[src/rtl/lsu_mem_port_if.sv]
// lsu_mem_port_if: bundles the three handshake/bus groups of the LSU memory port.
//   req_*  : LSU -> port request channel (valid/ready)
//   mem_*  : port -> data memory access (combinational read data back)
//   resp_* : port -> LSU tagged completion channel (valid/ready)
// Modports: slave = the port itself, master = the LSU/memory environment.
interface lsu_mem_port_if #(
  parameter int TAG_W = 6
);
  logic             req_valid;
  logic             req_ready;
  logic             req_is_store;
  logic [2:0]       req_funct3;
  logic [31:0]      req_addr;
  logic [31:0]      req_wdata;
  logic [TAG_W-1:0] req_tag;

  logic [31:0]      mem_address;
  logic             mem_write_enable;
  logic             mem_read_enable;
  logic [31:0]      mem_write_data;
  logic [3:0]       mem_xfer_size;
  logic [31:0]      mem_read_data;

  logic             resp_valid;
  logic             resp_ready;
  logic [TAG_W-1:0] resp_tag;
  logic             resp_is_store;
  logic [31:0]      resp_data;
  logic [1:0]       resp_exc;

  modport slave (
    input  req_valid, req_is_store, req_funct3, req_addr, req_wdata, req_tag,
    output req_ready,
    output mem_address, mem_write_enable, mem_read_enable, mem_write_data, mem_xfer_size,
    input  mem_read_data,
    output resp_valid, resp_tag, resp_is_store, resp_data, resp_exc,
    input  resp_ready
  );

  modport master (
    output req_valid, req_is_store, req_funct3, req_addr, req_wdata, req_tag,
    input  req_ready,
    input  mem_address, mem_write_enable, mem_read_enable, mem_write_data, mem_xfer_size,
    output mem_read_data,
    input  resp_valid, resp_tag, resp_is_store, resp_data, resp_exc,
    output resp_ready
  );
endinterface

[src/rtl/lsu_mem_port.sv]
// lsu_mem_port: two-stage memory-side initiator for the LSU.
//   S1  : request register; checks funct3/alignment/bounds and drives memory.
//   RSP : response register; holds the tagged completion with extended load data.
// Ports:
//   clk    - clock, rising edge
//   rst_n  - synchronous active-low reset
//   flush  - kills in-flight (and newly presented) loads; stores are unaffected
//   bus    - lsu_mem_port_if.slave: req_*, mem_*, resp_* groups
module lsu_mem_port #(
  parameter int          TAG_W    = 6,
  parameter logic [31:0] BASE     = 32'h8000_0000,
  parameter int          MEM_SIZE = 32768
) (
  input logic           clk,
  input logic           rst_n,
  input logic           flush,
  lsu_mem_port_if.slave bus
);
  localparam logic [32:0] MEM_LIM = 33'(MEM_SIZE);

  typedef struct packed {
    logic             is_store;
    logic [2:0]       funct3;
    logic [31:0]      addr;
    logic [31:0]      wdata;
    logic [TAG_W-1:0] tag;
  } s1_t;

  typedef struct packed {
    logic [TAG_W-1:0] tag;
    logic             is_store;
    logic [31:0]      data;
    logic [1:0]       exc;
  } rsp_t;

  // funct3 = W after reset so the idle transfer size reads 4
  localparam s1_t S1_RST = '{is_store: 1'b0, funct3: 3'b010, addr: 32'd0, wdata: 32'd0, tag: '0};

  s1_t  s1_q, req_s;
  logic s1_valid;
  rsp_t rsp_q;
  logic rsp_valid;

  logic [3:0]  s1_size;
  logic [1:0]  s1_exc;
  logic        illegal, misaligned, fault;
  logic [32:0] off, lim_chk;
  logic [31:0] ld_ext;
  logic        s1_adv, s1_kill, s1_go, mem_go, accept;

  // Exception decode on the registered request; 33-bit bounds math cannot wrap
  always_comb begin
    case (s1_q.funct3[1:0])
      2'b00:   s1_size = 4'd1;
      2'b01:   s1_size = 4'd2;
      default: s1_size = 4'd4;
    endcase
    illegal    = (s1_q.funct3[1:0] == 2'b11) || (s1_q.funct3 == 3'b110) ||
                 (s1_q.is_store && s1_q.funct3[2]);
    misaligned = (s1_q.addr & {28'd0, s1_size - 4'd1}) != 32'd0;
    off        = {1'b0, s1_q.addr} - {1'b0, BASE};
    lim_chk    = off + {29'd0, s1_size};
    fault      = (s1_q.addr < BASE) || (lim_chk > MEM_LIM);
    if (illegal)         s1_exc = 2'b11;
    else if (misaligned) s1_exc = 2'b01;
    else if (fault)      s1_exc = 2'b10;
    else                 s1_exc = 2'b00;
  end

  // S1 advances whenever RSP can take it; a flushed load leaves S1 without moving on
  assign s1_adv  = s1_valid && (!rsp_valid || bus.resp_ready);
  assign s1_kill = flush && s1_valid && !s1_q.is_store;
  assign s1_go   = s1_adv && !s1_kill;
  // rst_n gate keeps a store sitting in S1 from writing on a reset edge
  assign mem_go  = s1_go && (s1_exc == 2'b00) && rst_n;

  assign bus.req_ready = !s1_valid || s1_adv;
  assign accept        = bus.req_valid && bus.req_ready && !(flush && !bus.req_is_store);

  assign bus.mem_read_enable  = mem_go && !s1_q.is_store;
  assign bus.mem_write_enable = mem_go && s1_q.is_store;
  assign bus.mem_address      = s1_q.addr;
  assign bus.mem_write_data   = s1_q.wdata;
  assign bus.mem_xfer_size    = s1_size;

  always_comb begin
    case (s1_q.funct3)
      3'b000:  ld_ext = {{24{bus.mem_read_data[7]}}, bus.mem_read_data[7:0]};
      3'b001:  ld_ext = {{16{bus.mem_read_data[15]}}, bus.mem_read_data[15:0]};
      3'b100:  ld_ext = {24'd0, bus.mem_read_data[7:0]};
      3'b101:  ld_ext = {16'd0, bus.mem_read_data[15:0]};
      default: ld_ext = bus.mem_read_data;
    endcase
  end

  always_comb begin
    req_s.is_store = bus.req_is_store;
    req_s.funct3   = bus.req_funct3;
    req_s.addr     = bus.req_addr;
    req_s.wdata    = bus.req_wdata;
    req_s.tag      = bus.req_tag;
  end

  always_ff @(posedge clk) begin
    if (!rst_n) begin
      s1_valid  <= 1'b0;
      s1_q      <= S1_RST;
      rsp_valid <= 1'b0;
      rsp_q     <= '0;
    end else begin
      if (accept)                 begin s1_valid <= 1'b1; s1_q <= req_s; end
      else if (s1_adv || s1_kill) s1_valid <= 1'b0;

      if (s1_go) begin
        rsp_valid      <= 1'b1;
        rsp_q.tag      <= s1_q.tag;
        rsp_q.is_store <= s1_q.is_store;
        rsp_q.exc      <= s1_exc;
        rsp_q.data     <= (!s1_q.is_store && s1_exc == 2'b00) ? ld_ext : 32'd0;
      end else if (rsp_valid && (bus.resp_ready || (flush && !rsp_q.is_store))) begin
        rsp_valid <= 1'b0;
      end
    end
  end

  assign bus.resp_valid    = rsp_valid;
  assign bus.resp_tag      = rsp_q.tag;
  assign bus.resp_is_store = rsp_q.is_store;
  assign bus.resp_data     = rsp_q.data;
  assign bus.resp_exc      = rsp_q.exc;
endmodule
[src/flat_wrapper.sv]
// flat-port wrapper written by rule: the top's interface ports become plain ports
module lsu_mem_port_flat 
#(
  parameter int          TAG_W    = 6,
  parameter logic [31:0] BASE     = 32'h8000_0000,
  parameter int          MEM_SIZE = 32768
)
  (clk, rst_n, flush, bus_req_valid, bus_req_is_store, bus_req_funct3, bus_req_addr, bus_req_wdata, bus_req_tag, bus_req_ready, bus_mem_address, bus_mem_write_enable, bus_mem_read_enable, bus_mem_write_data, bus_mem_xfer_size, bus_mem_read_data, bus_resp_valid, bus_resp_tag, bus_resp_is_store, bus_resp_data, bus_resp_exc, bus_resp_ready);
  lsu_mem_port_if #(.TAG_W(TAG_W)) bus_i ();
  input logic clk;
  input logic rst_n;
  input logic flush;
  input wire logic [$bits(bus_i.req_valid)-1:0] bus_req_valid;
  input wire logic [$bits(bus_i.req_is_store)-1:0] bus_req_is_store;
  input wire logic [$bits(bus_i.req_funct3)-1:0] bus_req_funct3;
  input wire logic [$bits(bus_i.req_addr)-1:0] bus_req_addr;
  input wire logic [$bits(bus_i.req_wdata)-1:0] bus_req_wdata;
  input wire logic [$bits(bus_i.req_tag)-1:0] bus_req_tag;
  output wire logic [$bits(bus_i.req_ready)-1:0] bus_req_ready;
  output wire logic [$bits(bus_i.mem_address)-1:0] bus_mem_address;
  output wire logic [$bits(bus_i.mem_write_enable)-1:0] bus_mem_write_enable;
  output wire logic [$bits(bus_i.mem_read_enable)-1:0] bus_mem_read_enable;
  output wire logic [$bits(bus_i.mem_write_data)-1:0] bus_mem_write_data;
  output wire logic [$bits(bus_i.mem_xfer_size)-1:0] bus_mem_xfer_size;
  input wire logic [$bits(bus_i.mem_read_data)-1:0] bus_mem_read_data;
  output wire logic [$bits(bus_i.resp_valid)-1:0] bus_resp_valid;
  output wire logic [$bits(bus_i.resp_tag)-1:0] bus_resp_tag;
  output wire logic [$bits(bus_i.resp_is_store)-1:0] bus_resp_is_store;
  output wire logic [$bits(bus_i.resp_data)-1:0] bus_resp_data;
  output wire logic [$bits(bus_i.resp_exc)-1:0] bus_resp_exc;
  input wire logic [$bits(bus_i.resp_ready)-1:0] bus_resp_ready;
  assign bus_i.req_valid = bus_req_valid;
  assign bus_i.req_is_store = bus_req_is_store;
  assign bus_i.req_funct3 = bus_req_funct3;
  assign bus_i.req_addr = bus_req_addr;
  assign bus_i.req_wdata = bus_req_wdata;
  assign bus_i.req_tag = bus_req_tag;
  assign bus_req_ready = bus_i.req_ready;
  assign bus_mem_address = bus_i.mem_address;
  assign bus_mem_write_enable = bus_i.mem_write_enable;
  assign bus_mem_read_enable = bus_i.mem_read_enable;
  assign bus_mem_write_data = bus_i.mem_write_data;
  assign bus_mem_xfer_size = bus_i.mem_xfer_size;
  assign bus_i.mem_read_data = bus_mem_read_data;
  assign bus_resp_valid = bus_i.resp_valid;
  assign bus_resp_tag = bus_i.resp_tag;
  assign bus_resp_is_store = bus_i.resp_is_store;
  assign bus_resp_data = bus_i.resp_data;
  assign bus_resp_exc = bus_i.resp_exc;
  assign bus_i.resp_ready = bus_resp_ready;
  lsu_mem_port #(.TAG_W(TAG_W), .BASE(BASE), .MEM_SIZE(MEM_SIZE)) u_core (.clk(clk), .rst_n(rst_n), .flush(flush), .bus(bus_i));
endmodule
[config.mk]
export PLATFORM = sky130hd
export DESIGN_NAME = lsu_mem_port_flat
export DESIGN_NICKNAME = d
export VERILOG_FILES = /design/src/rtl/lsu_mem_port_if.sv /design/src/rtl/lsu_mem_port.sv /design/src/flat_wrapper.sv
export SDC_FILE = /design/constraint.sdc
export NUM_CORES = 1
export LEC_CHECK = 0
export CAP_MARGIN = 20
export CORE_UTILIZATION = 30
export CTS_BUF_LIST = sky130_fd_sc_hd__clkbuf_4 sky130_fd_sc_hd__clkbuf_8
export DETAILED_ROUTE_END_ITERATION = 10
export DONT_BUFFER_PORTS = 1
export PLACE_DENSITY_LB_ADDON = 0.05
export SLEW_MARGIN = 40
export SYNTH_ARGS = -nofsm -noshare
export SYNTH_HDL_FRONTEND = slang
export SYNTH_SLANG_ARGS = --single-unit
[constraint.sdc]
create_clock -name clk -period 10.4 [get_ports clk]
set_input_delay 3.12 -clock clk [delete_from_list [all_inputs] [get_ports clk]]
set_output_delay 3.12 -clock clk [all_outputs]
set_load 0.03 [all_outputs]
-- Yosys cells after proc, flatten, opt, wreduce, memory -nomap -nowiden
Cells that the tools add are included.
- input port bits: 111
- word-level logic and storage cells: 68
- register bits: 117
- output and inout port bits: 113
- $add $sub $neg: 3
- bitwise logic cells: 1
- muxes and demuxes: 10
- eq/ne operators: 6
- magnitude comparators: 2
- reduce and logical (&&, ||, !) cells: 35
- operators by type and width (cell ; count):
    $pmux 32 s4 ; 1
    $add 33x3->33 ; 1
    $gt 33x16->1 const B ; 1
    $sub 32x32->33 const B ; 1
    $and 32x4->32 ; 1
    $lt 32x32->1 const B ; 1
    $mux 32 ; 1
    $reduce_bool 32->1 ; 1
    $logic_and 1x1->1 ; 15
    $eq 3x3->1 const B ; 3
    $logic_not 1->1 ; 7
    $logic_or 1x1->1 ; 7
    $mux 2 ; 3
    $pmux 3 s2 ; 1
    $logic_not 2->1 ; 2
    $mux 1 ; 4
    $reduce_bool 2->1 ; 2
    $sub 3x1->4 const B ; 1
    $eq 3x1->1 const B ; 1
    $logic_not 3->1 ; 1
    $eq 2x1->1 const B ; 1
    $eq 2x2->1 const B ; 1

-- Depth between registers and ports, before layout
- depth after elaboration: 12
- mapped depth: 13
- depth with buffers taken out: 10

-- Worst setup path after synthesis
OpenSTA, ideal clock, no wires.
- path kind: input -> output
- start point: input flush
- end point: output bus_mem_read_enable
- stages on the path: 5
- required time: 7.280 ns
- path buffers: 1
- setup slack: 2.825 ns
- data arrival time: 4.455 ns
- cells stage by stage: a21boi_0 -> and2_1 -> nand2_1 -> clkbuf_1 -> nor2_1
- longest elaborated chain between the ends: 7
- RTL lines (what ; line ; source):
    start: declaration ; flat_wrapper.sv:12 ; input logic flush;
    $logic_and 1x1->1 (2 in a row) ; lsu_mem_port.sv:72 ; assign s1_kill = flush && s1_valid && !s1_q.is_store;
    $logic_not 1->1 ; lsu_mem_port.sv:73 ; assign s1_go = s1_adv && !s1_kill;
    $logic_and 1x1->1 ; lsu_mem_port.sv:73 ;
    $logic_and 1x1->1 (2 in a row) ; lsu_mem_port.sv:75 ; assign mem_go = s1_go && (s1_exc == 2'b00) && rst_n;
    $logic_and 1x1->1 ; lsu_mem_port.sv:80 ; assign bus.mem_read_enable = mem_go && !s1_q.is_store;
    end: declaration ; flat_wrapper.sv:22 ; output wire logic [$bits(bus_i.mem_read_enable)-1:0] bus_mem_read_enable;
No other way between the ends.

-- Final worst setup path
- start point: register u_core.s1_q[70] in the netlist's numbering
- end point: output bus_mem_read_enable
- longest elaborated chain between the ends: 12
- elaborated cells between the ends (all ways): 20
- classes of those cells: add/sub (2); order compare (1); eq/ne (3); mux (4); bitwise (1); reduce/logical (9)
- RTL lines (what ; line ; source):
    start: declaration ; lsu_mem_port.sv:39 ; s1_t s1_q, req_s;
    start signal: assignment ; lsu_mem_port.sv:107 ; s1_q <= S1_RST;
    start signal: assignment ; lsu_mem_port.sv:111 ; if (accept) begin s1_valid <= 1'b1; s1_q <= req_s; end
    $eq 2x1->1 / $logic_not 2->1 (equally long branches) ; lsu_mem_port.sv:53 ; case (s1_q.funct3[1:0])
    $pmux 3 s2 (*) ; lsu_mem_port.sv:53 ;
    via bus_mem_xfer_size[1] ; flat_wrapper.sv:24 ; output wire logic [$bits(bus_i.mem_xfer_size)-1:0] bus_mem_xfer_size;
    $add 33x3->33 ; lsu_mem_port.sv:62 ; lim_chk = off + {29'd0, s1_size};
    $gt 33x16->1 ; lsu_mem_port.sv:63 ; fault = (s1_q.addr < BASE) || (lim_chk > MEM_LIM);
    $logic_or 1x1->1 ; lsu_mem_port.sv:63 ;
    $mux 2 ; lsu_mem_port.sv:66 ; else if (fault) s1_exc = 2'b10;
    $mux 2 (*) ; lsu_mem_port.sv:65 ; else if (misaligned) s1_exc = 2'b01;
    $mux 2 (*) ; lsu_mem_port.sv:64 ; if (illegal) s1_exc = 2'b11;
    $logic_not 2->1 (*) ; lsu_mem_port.sv:75 ;
    $logic_and 1x1->1 (*) (2 in a row) ; lsu_mem_port.sv:75 ;
    $logic_and 1x1->1 (*) ; lsu_mem_port.sv:80 ;
Mark *: on every way through the listed nets, which the timed path passes. The rest lies on a longest branch.

==> results.sh <==
export IMPL_tightest_slew_ns=0.734
export IMPL_grt_usage_pct=16.0
export IMPL_fin_cells=958
export IMPL_synthAdderAreaFrac_pct=0.794
export IMPL_synth_xor_area_share_pct=0.731
export IMPL_antenna_found_initial=0
export IMPL_cts_inserted_buffers=17
export IMPL_setup_viol=0
export IMPL_crit_path_start_kind="register"
export IMPL_synth_area_top_cells="dfxtp_1 (39%), nand2_1 (16%), a21boi_0 (11%), buf_4 (8.1%), o21ai_0 (2.5%)"
export IMPL_cts_max_level=4
export IMPL_hpwl_um=11700
export IMPL_ctsHoldBuffers=0
export IMPL_ys_dominant_reg_cell="dfxtp_1"
export IMPL_grt_pass1_wl_um=25000
export IMPL_synth_top_family_by_area="simple AND/OR/NAND/NOR gates"
export IMPL_finalInstanceArea_um2=6160
export IMPL_slew_violations=0
export IMPL_synth_common_cells="nand2_1 (250), dfxtp_1 (117), a21boi_0 (84)"
export IMPL_final_util_pct=31.6
export IMPL_finClkSkew_ns=0.00985
export IMPL_fin_crit_ns=7.99
export IMPL_final_layout_size_suffix_gt1_share_pct=9.24
export IMPL_nNetsFinal=794
export IMPL_arrival_ns=4.87
export IMPL_dp_cells=926
export IMPL_placed_cell_area_um2=5700
export IMPL_setup_tns_ns=0
export IMPL_first_pass_iters=4
export IMPL_dr_wl_met3_um=1820
export IMPL_die_w_um=143
export IMPL_ir_drop_uv=68.7
export IMPL_grt_pass1_vias=4569
export IMPL_cp_end_kind="output pin"
export IMPL_slew_limit_headroom_pct=51.0
export IMPL_num_rows=51
export IMPL_drt_initial_drc_count=334
export IMPL_clkLatencyLatePin_ns=0.44
export IMPL_cap_violations=0
export IMPL_post_cts_resized=0
export IMPL_critical_path_class="register to output pin"
export IMPL_hold_ws_ns=0.464
export IMPL_syn_cell_area_um2=5990
export IMPL_cts_path_max_buffers=2
export IMPL_grt_max_degree=88
export IMPL_wire_per_inst_um=17.0
export IMPL_start_util_pct=30.7
export IMPL_totalPowerFinal_mw=1.08
export IMPL_postRouteAntennaNets=0
export IMPL_die_area_um2=20500
export IMPL_timing_hold_violations_final=0
export IMPL_overflow=0
export IMPL_vias=4795
export IMPL_synth_edf_count=0
export IMPL_yosysSeqAreaShare_pct=39.1
export IMPL_antenna_cells=0
export IMPL_clockRootBuffer="clkbuf_8"
export IMPL_avgSynthCellArea_um2=7.79
export IMPL_syn_inst=769
export IMPL_post_route_period_util_pct=76.8
export IMPL_syn2layout_area_growth_pct=2.95
export IMPL_cts_tree="built"
export IMPL_core_area_um2=19500
export IMPL_m1WireLength_um=6850
export IMPL_die_height_um=143
export IMPL_muxShareOfSynthArea_pct=1.38
export IMPL_async_reset_ff_share_pct=0
export IMPL_cts_sinks=117
export IMPL_synthSimpleGateAreaFrac_pct=23.8
export IMPL_yosysWarningCount=0
export IMPL_crit_required_ns=7.28
export IMPL_pwr_density_cell_nw_per_um2=176
export IMPL_ioPinCount=224
export IMPL_leakage_nw=2.15
export IMPL_hp_class="register to register"
export IMPL_maxUsedRoutingLayer="met4"
export IMPL_io_buffers=0
export IMPL_grt_setup_unrepaired="no"
export IMPL_dr_wl_met2_um=7390
export IMPL_postCtsSetupRepairBufs=0
export IMPL_syn_nets=883
export IMPL_vias_per_cell=5.01
export IMPL_gp_congestion=0.810
export IMPL_synth_most_common_cell="nand2_1"
export IMPL_synth_compound_area_share_pct=22.3
export IMPL_synth_distinct_cells=58
export IMPL_status="completed"
export IMPL_cts_clk_slew_worst_paths_ns=0.07
export IMPL_yosysTopAreaCell="dfxtp_1"
export IMPL_cp_max_fo=34
export IMPL_routed_wl_um=16300
export IMPL_ys_ff_latch=117
export IMPL_dp_slack_ns=2.08
export IMPL_max_freq_mhz=125
export IMPL_rrSetupSlack_ns=6.10
export IMPL_setup_ws_ns=2.41
export IMPL_drc_errors=0
export IMPL_synth_top_cell_area_share_pct=39.1
where the power goes:
group / total [mW] / switching, mW / internal, mW
Clock: 0.480 / 0.203 / 0.277
Combinational: 0.0839 / 0.0518 / 0.0321
Sequential: 0.518 / 0.0532 / 0.465
Total: 1.08 / 0.308 / 0.775
final timing paths:
check                           depth (start not counted)       startpoint                  endpoint
worst max register to register                         11  u_core.s1_q[70]  u_core.bus.resp_data[30]
worst min register to register                          2   u_core.s1_q[3]            u_core.s1_q[3]
worst min-delay path                                    2   u_core.s1_q[3]            u_core.s1_q[3]
worst max-delay path                                   11  u_core.s1_q[70]       bus_mem_read_enable
flip-flops by register name, indices dropped and copies added, names as in the netlist:
name	count
u_core.bus.resp_tag	6
u_core.bus.resp_is_store	1
u_core.bus.mem_address	32
u_core.bus.resp_valid	1
u_core.bus.mem_write_data	32
u_core.s1_q	10
u_core.bus.resp_exc	2
u_core.bus.resp_data	32
u_core.s1_valid	1
cell families after synthesis:
group | Yosys count
AO/OA/AOI/OAI | 184
XOR/XNOR | 5
adder cells (fa/ha/maj) | 4
buffers and inverters | 118
flip-flops | 117
multiplexers | 8
other | 1
AND/OR/NAND/NOR | 332
final cells by class:
class                      instances  area, µm²
tap                              265        332
fill                            2124      13400
clock buffer                      19        262
clock inverter                    13        194
multi-input combinational        534       2970
inverter                           5       18.8
sequential                       117       2340
timing repair buffer               5       50.0
metal layers:
metal	vias up	global-route usage, %
met5	-	0
met2	191	25.8
li1	2369	-
met4	0	6.66
met3	21	7.38
met1	2214	18.3
layout by cell type, fill, tap and decap left out, drive strengths merged, types with 4 or more instances in the layout:
| master | netlist | routed |
|---|---|---|
| bufinv | 0 | 4 |
| nor3 | 5 | 5 |
| and4 | 4 | 4 |
| a21oi | 23 | 23 |
| xor2 | 4 | 4 |
| or4 | 4 | 4 |
| nor4 | 5 | 5 |
| nor2 | 18 | 18 |
| and3 | 5 | 5 |
| nand2 | 250 | 250 |
| nand3 | 16 | 16 |
| and2 | 5 | 5 |
| clkbuf | 38 | 19 |
| a21boi | 84 | 84 |
| inv | 4 | 7 |
| nand4 | 7 | 7 |
| dfxtp | 117 | 117 |
| buf | 75 | 5 |
| o31ai | 18 | 18 |
| clkinv | 1 | 6 |
| o21ai | 30 | 30 |
| mux2i | 6 | 6 |
critical path, stage by stage (launching register included):
cell,delay (ns)
dfxtp_1,0.53
nor2b_1,0.65
xor2_1,0.15
ha_1,0.30
a211o_1,0.35
a21o_1,0.20
a2111oi_2,0.40
o2111ai_1,0.15
or4_1,0.51
a2111o_1,0.43
buf_4,0.26
nor2_1,0.49
Power figures use the tool's default switching activity.
